**src/rtl/hazard_control_unit.sv**
```systemverilog
// rtl/hazard_control_unit.sv - pipeline hazard FSM: load-use stall, memory-wait freeze, branch flush
// Priority is dmem_busy > branch taken > load-use; outputs are combinational from state and inputs.
module hazard_control_unit (
  input  logic        clk,
  input  logic        reset,
  input  logic [4:0]  IF_ID_rn,
  input  logic [4:0]  IF_ID_rm,
  input  logic        IF_ID_useRm,
  input  logic [4:0]  ID_EX_rd,
  input  logic        ID_EX_memRead,
  input  logic        EX_MEM_branchTaken,
  input  logic        dmem_busy,
  output logic        pc_write,
  output logic        IF_ID_write,
  output logic        IF_ID_flush,
  output logic        ID_EX_flush,
  output logic [1:0]  hz_state,
  output logic [15:0] stall_count
);

  typedef enum logic [1:0] {
    RUN        = 2'b00,
    LOAD_STALL = 2'b01,
    MEM_WAIT   = 2'b10,
    FLUSH      = 2'b11
  } state_t;

  state_t state;
  state_t next_state;
  logic   load_use;

  // X31 reads as zero, so a load targeting it can never feed a consumer
  assign load_use = ID_EX_memRead && (ID_EX_rd != 5'd31) &&
                    ((ID_EX_rd == IF_ID_rn) ||
                     (IF_ID_useRm && (ID_EX_rd == IF_ID_rm)));

  always_comb begin
    pc_write    = 1'b1;
    IF_ID_write = 1'b1;
    IF_ID_flush = 1'b0;
    ID_EX_flush = 1'b0;
    next_state  = RUN;
    if (!reset) begin
      if (dmem_busy) begin
        pc_write    = 1'b0;
        IF_ID_write = 1'b0;
        next_state  = MEM_WAIT;
      end else if (EX_MEM_branchTaken) begin
        IF_ID_flush = 1'b1;
        ID_EX_flush = 1'b1;
        next_state  = FLUSH;
      end else if (load_use && (state != FLUSH)) begin
        // IF/ID holds a flushed bubble in FLUSH, so any match there is stale
        pc_write    = 1'b0;
        IF_ID_write = 1'b0;
        ID_EX_flush = 1'b1;
        next_state  = LOAD_STALL;
      end
    end
  end

  always_ff @(posedge clk) begin
    if (reset) begin
      state       <= RUN;
      stall_count <= 16'd0;
    end else begin
      state <= next_state;
      if (!pc_write && (stall_count != 16'hFFFF))
        stall_count <= stall_count + 16'd1;
    end
  end

  assign hz_state = state;

endmodule

```
**config.mk**
```make
export PLATFORM = sky130hd
export DESIGN_NAME = hazard_control_unit
export DESIGN_NICKNAME = d
export VERILOG_FILES = /design/src/rtl/hazard_control_unit.sv
export SDC_FILE = /design/constraint.sdc
export NUM_CORES = 1
export LEC_CHECK = 0
export BUFFER_PORTS_ARGS = -buffer_cell sky130_fd_sc_hd__buf_2
export CORE_MARGIN = 3
export CORE_UTILIZATION = 43
export DETAILED_ROUTE_END_ITERATION = 8
export GPL_TIMING_DRIVEN = 0
export PLACE_DENSITY = 0.81
export SLEW_MARGIN = 20
export SYNTH_ARGS = -nofsm -noshare
export SYNTH_HDL_FRONTEND = slang
export SYNTH_SLANG_ARGS = --single-unit
```
**constraint.sdc**
```tcl
create_clock -name clk -period 1.7 [get_ports clk]
set_input_delay 0.17 -clock clk [delete_from_list [all_inputs] [get_ports clk]]
set_output_delay 0.17 -clock clk [all_outputs]
set_load 0.05 [all_outputs]
```
---- After elaboration in Yosys (flattened, before gate mapping) ----
Index checks and enable logic that the tools add are counted.
cells by class
  $add $sub $neg .......................... 1
  equal/unequal tests ..................... 5
  multiplexer cells ....................... 14
  reductions and logical operators ........ 8
operators with widths
  cell                                            number
  adder 16 x 1 -> 16 bit (second input constant)  1
  != test 16 bit (second input constant)          1
  2-to-1 mux 1 bit                                12
  equality test 5 bit                             2
  logical AND 1 bit                               5
  != test 5 bit (second input constant)           1
  2-to-1 mux 2 bit                                2
  != test 2 bit (second input constant)           1
  OR reduction 2 bit                              1
  zero test 1 bit                                 1
  logical OR 1 bit                                1
storage, ports and cells
  register bits ........................... 18
  input bits .............................. 21
  output and inout port bits .............. 22
  logic and storage cells ................. 31

---- Logic depth before layout (Yosys ltp) ----
  depth after elaboration ................. 11
  depth in mapped cells ................... 8
  depth with buffers taken out ............ 7

---- Worst setup path after synthesis ----
Ideal clock, no wire load.
  path kind ............................... reg-to-output
  from .................................... register state[0], in the netlist hz_state[0]
  to ...................................... output ID_EX_flush
  arrival time ............................ 1.993 ns
  data required time ...................... 1.530 ns
  setup slack ............................. -0.463 ns
  stages on the path, launching flop included .. 5
  path buffers ............................ 0
  cell sequence ........................... dfxtp_1 > a21bo_2 > a21oi_1 > a21oi_1 > nor3_1
on the way
  cells in the longest elaborated chain, start to end .. 6
ends and longest elaborated chain
  what                      RTL line  text
  start: declaration        28        state_t state;
  start signal: assignment  67        state <= next_state;
  != test 2 bit             52        end else if (load_use && (state != FLUSH)) begin
  logical AND 1 bit         52
  2-to-1 mux 1 bit          52
  2-to-1 mux 1 bit          48        end else if (EX_MEM_branchTaken) begin
  2-to-1 mux 1 bit          44        if (dmem_busy) begin
  2-to-1 mux 1 bit          43        if (!reset) begin
  end: declaration          16        output logic ID_EX_flush,
No other way between the ends.

---- Worst setup path after layout ----
  from .................................... register state[1], in the netlist hz_state[1]
  to ...................................... register stall_count[2]
on the way
  cells in the longest elaborated chain, start to end .. 8
ends and longest elaborated chain
  what                    RTL line  text
  != test 2 bit           52
  logical AND 1 bit       52
  2-to-1 mux 1 bit        52
  2-to-1 mux 1 bit        48
  2-to-1 mux 1 bit        44
  2-to-1 mux 1 bit        43
  zero test 1 bit         68        if (!pc_write && (stall_count != 16'hFFFF))
  logical AND 1 bit       68
  end signal: assignment  69        stall_count <= stall_count + 16'd1;
  end: declaration        18        output logic [15:0] stall_count
No other way between the ends.
A chain may end at the register's enable or synchronous reset.

==> out/qor.csv <==
stage;metric;value;unit
finish;n_antenna_cell;0;
yosys;synth_ff_type;dfxtp_1;
finish;seq_area;423;um^2
yosys;ys_ff_latch;18;
run_status;violations;setup timing;
clock_network;cts_tree;yes;
run;drv_cap;0;
placed_design;dp_slack;-0.0870;ns
worst_setup_path;crit_arrival;2.11;ns
clock_network;cts_inserted_buffers;3;
yosys;yosys_warnings;0;
grt;antenna_found_initial;0;
die;core_region_area;2320;um^2
grt;grt_usage;0.188;
die;num_rows;17;
clock_network;clk_path_buf_depth;2;
clock_network;htree_num_levels;1;
worst_setup_path;endpoint_kind;flip-flop;
placed_design;place.gp.congestion;0.797;
yosys;syn_nets;152;
clock_network;clkLatencyLatePin;0.29;ns
grt;overflow;0;
grt;grt_pass1_vias;1184;
sta;rsz0062_at_grt;yes;
yosys;syn_area;1100;um^2
drt;wl_per_cell;14.2;um
finish;area_growth;49.7;%
sta;tns;-1.44;ns
drt;drc_errors;0;
min_path;hold_class;input pin to flip-flop;
worst_setup_path;cp.required;1.93;ns
pwr;ir_drop;401;uV
drt;firstDrtPassIters;4;
worst_setup_path;reg2reg_slack;-0.19;ns
finish;fillCellCount;191;
drt;ant_nets;0;
yosys;synth_edf_count;0;
placed_design;hpwlAfterDp;2.08;mm
finish;stdcell_count;217;
finish;drive_gt1_frac;0.566;
grt;grt_max_degree;11;
drt;dr.first_iter.drc_count;23;
sta;hold_viol;0;
placed_design;portBuffers;42;
sta;setup_viol;15;
yosys;async_reset_ff_frac;0;
worst_setup_path;setup.worst_path.start_class;flip-flop;
worst_setup_path;endpoint;stall_count[2]$_SDFFE_PP0P_;
grt;grt_pass1_wl;5.02;mm
sta;slew_headroom;0.666;
die;die_h;56.6;um
yosys;avgSynthCellArea;8.46;um^2
die;start_util;0.474;
finish;finish.utilization;0.710;
sta;fin_crit_sh;1.11;
min_path;hp-start;dmem_busy;
worst_setup_path;timing.rr.start;hz_state[1]$_SDFF_PP0_;
yosys;synth_cell_type_count;37;
placed_design;placed_cells;200;
clock_network;cts-root-buf;clkbuf_4;
pwr;leakagePower;0.671;nW
sta;setup_slack;-0.185;ns
drt;vias;1230;
clock_network;clock_sinks;18;
worst_setup_path;worstRegToRegCells;8;
sta;worstMarginPinSlew;0.501;ns
drt;drt_wl_total;3.08;mm
sta;final.setup_skew;0.00375;ns
finish;multi_input_area;801;um^2
pwr;power;0.000872;W
drt;viasPerCell;5.67;
yosys;syn_inst;130;
sta;final_max_slew_viol_count;0;
pwr;p_per_area;529;nW/um^2
clock_network;clk_pin_slew_worst_paths;0.11;ns
yosys;ys_seq_area_frac;0.328;
die;dieArea;3200;um^2
finish;fin_nets;212;
worst_setup_path;critPathLaunch;hz_state[1]$_SDFF_PP0_;
sta;period_needed;1.89;ns
worst_setup_path;cp_max_fo;6;
sta;timing.fmax;530;MHz
worst_setup_path;rr_endpoint;stall_count[2]$_SDFFE_PP0P_;
die;io_pins;43;
die;die_w;56.6;um
run_status;status;complete, but fails checks;
worst_setup_path;crit_type;flip-flop to flip-flop;
==> worst max-delay path, stage by stage, from the launching register on <==
cell and delay [ns]:
dfxtp_4 0.36, a21bo_4 0.22, a211oi_4 0.19, buf_4 0.16
a21boi_4 0.19, a21oi_4 0.09, buf_6 0.14, or3_4 0.33
a21oi_2 0.14
==> synthesized netlist by cell type, types with 2 or more instances <==
cell / n / area [um^2]
a21boi_2: 2 / 22.5
o31ai_1: 2 / 15.0
or4_1: 2 / 15.0
o21ai_0: 9 / 45.0
nand3_1: 5 / 25.0
and2_1: 2 / 12.5
nor2_1: 5 / 18.8
and4_2: 4 / 40.0
nand4_1: 2 / 12.5
nand2_1: 13 / 48.8
and3_1: 3 / 18.8
buf_4: 2 / 15.0
xnor2_1: 12 / 105
a21oi_1: 16 / 80.1
inv_1: 2 / 7.51
or3_1: 5 / 31.3
nand4b_1: 4 / 35.0
dfxtp_1: 18 / 360
nor3_1: 4 / 20.0
==> power breakdown <==
group,total [W],internal [W],switching [W]
Clock,0.000217,0.0000852,0.000131
Combinational,0.000236,0.000104,0.000132
Sequential,0.000419,0.000410,0.00000979
==> cell usage in the layout (no fill, tap or decap), types with 4 or more instances in the layout <==
cell	netlist	layout
buf_6	1	4
nand3_1	5	5
and4_4	1	4
xnor2_1	12	12
buf_2	0	40
o21ai_2	0	4
or3_1	5	4
nand4b_1	4	4
buf_4	2	14
a21oi_1	16	13
dfxtp_4	0	16
nor2_1	5	5
nand2_1	13	12
==> sequential cells by signal, summed over array words and instances, names as in the netlist <==
| signal | count |
|---|---|
| stall_count | 16 |
| hz_state | 2 |
==> worst min-delay path by stage <==
stage                     cells past startpoint  slack, ns                     end
after floorplan                               1       0.24  hz_state[0]$_SDFF_PP0_
after global placement                        2       0.44  hz_state[0]$_SDFF_PP0_
after detailed placement                      2       0.44  hz_state[0]$_SDFF_PP0_
after CTS                                     2       0.13  hz_state[0]$_SDFF_PP0_
after global routing                          2       0.14  hz_state[0]$_SDFF_PP0_
final                                         2       0.14  hz_state[0]$_SDFF_PP0_
==> what timing repair did <==
action                                  4_1_cts  5_1_grt
pin swaps                                     7        8
resized for setup                            17       12
hold buffers                                  0        0
endpoints found under the setup margin        8       18
buffers inserted                              5        8
==> routing by layer <==
metal | up-vias | wire, um | track usage
met5 | - | 0 | 0
met4 | 0 | 28 | 0.0407
met3 | 4 | 260 | 0.0552
met2 | 43 | 1550 | 0.338
met1 | 586 | 1240 | 0.217
li1 | 597 | - | -
==> cell families (layout without fill, tap and decap cells) <==
kind of cell	Yosys count	count (layout)	synth area share
and+or+nand+nor	55	55	0.296
xor gates and xnor gates	12	12	0.0956
muxes	1	1	0.0102
adders and majority gates	1	1	0.0114
AOI/OAI and AO/OA	37	37	0.225
DFF	18	18	0.328
buffers and inverters	6	65	0.0341
==> layout make-up <==
class	instances	share of cell area
inverters	2	0.00456
multi-input cells	106	0.486
well taps	28	0.0213
plain buffers	4	0.0182
repair buffers	55	0.197
clock buffers	3	0.0137
clock inverters	1	0.00228
flip-flops and latches	18	0.257
==> per-stage QoR <==
step,area [um^2],hold WS [ns]
2_1_floorplan,1190,0.239
3_3_place_gp,1440,0.440
3_5_place_dp,1440,0.439
4_1_cts,1550,0.134
5_1_grt,1650,0.142
6_report,1650,0.145
Note: power is estimated with default switching activity, not from simulation.
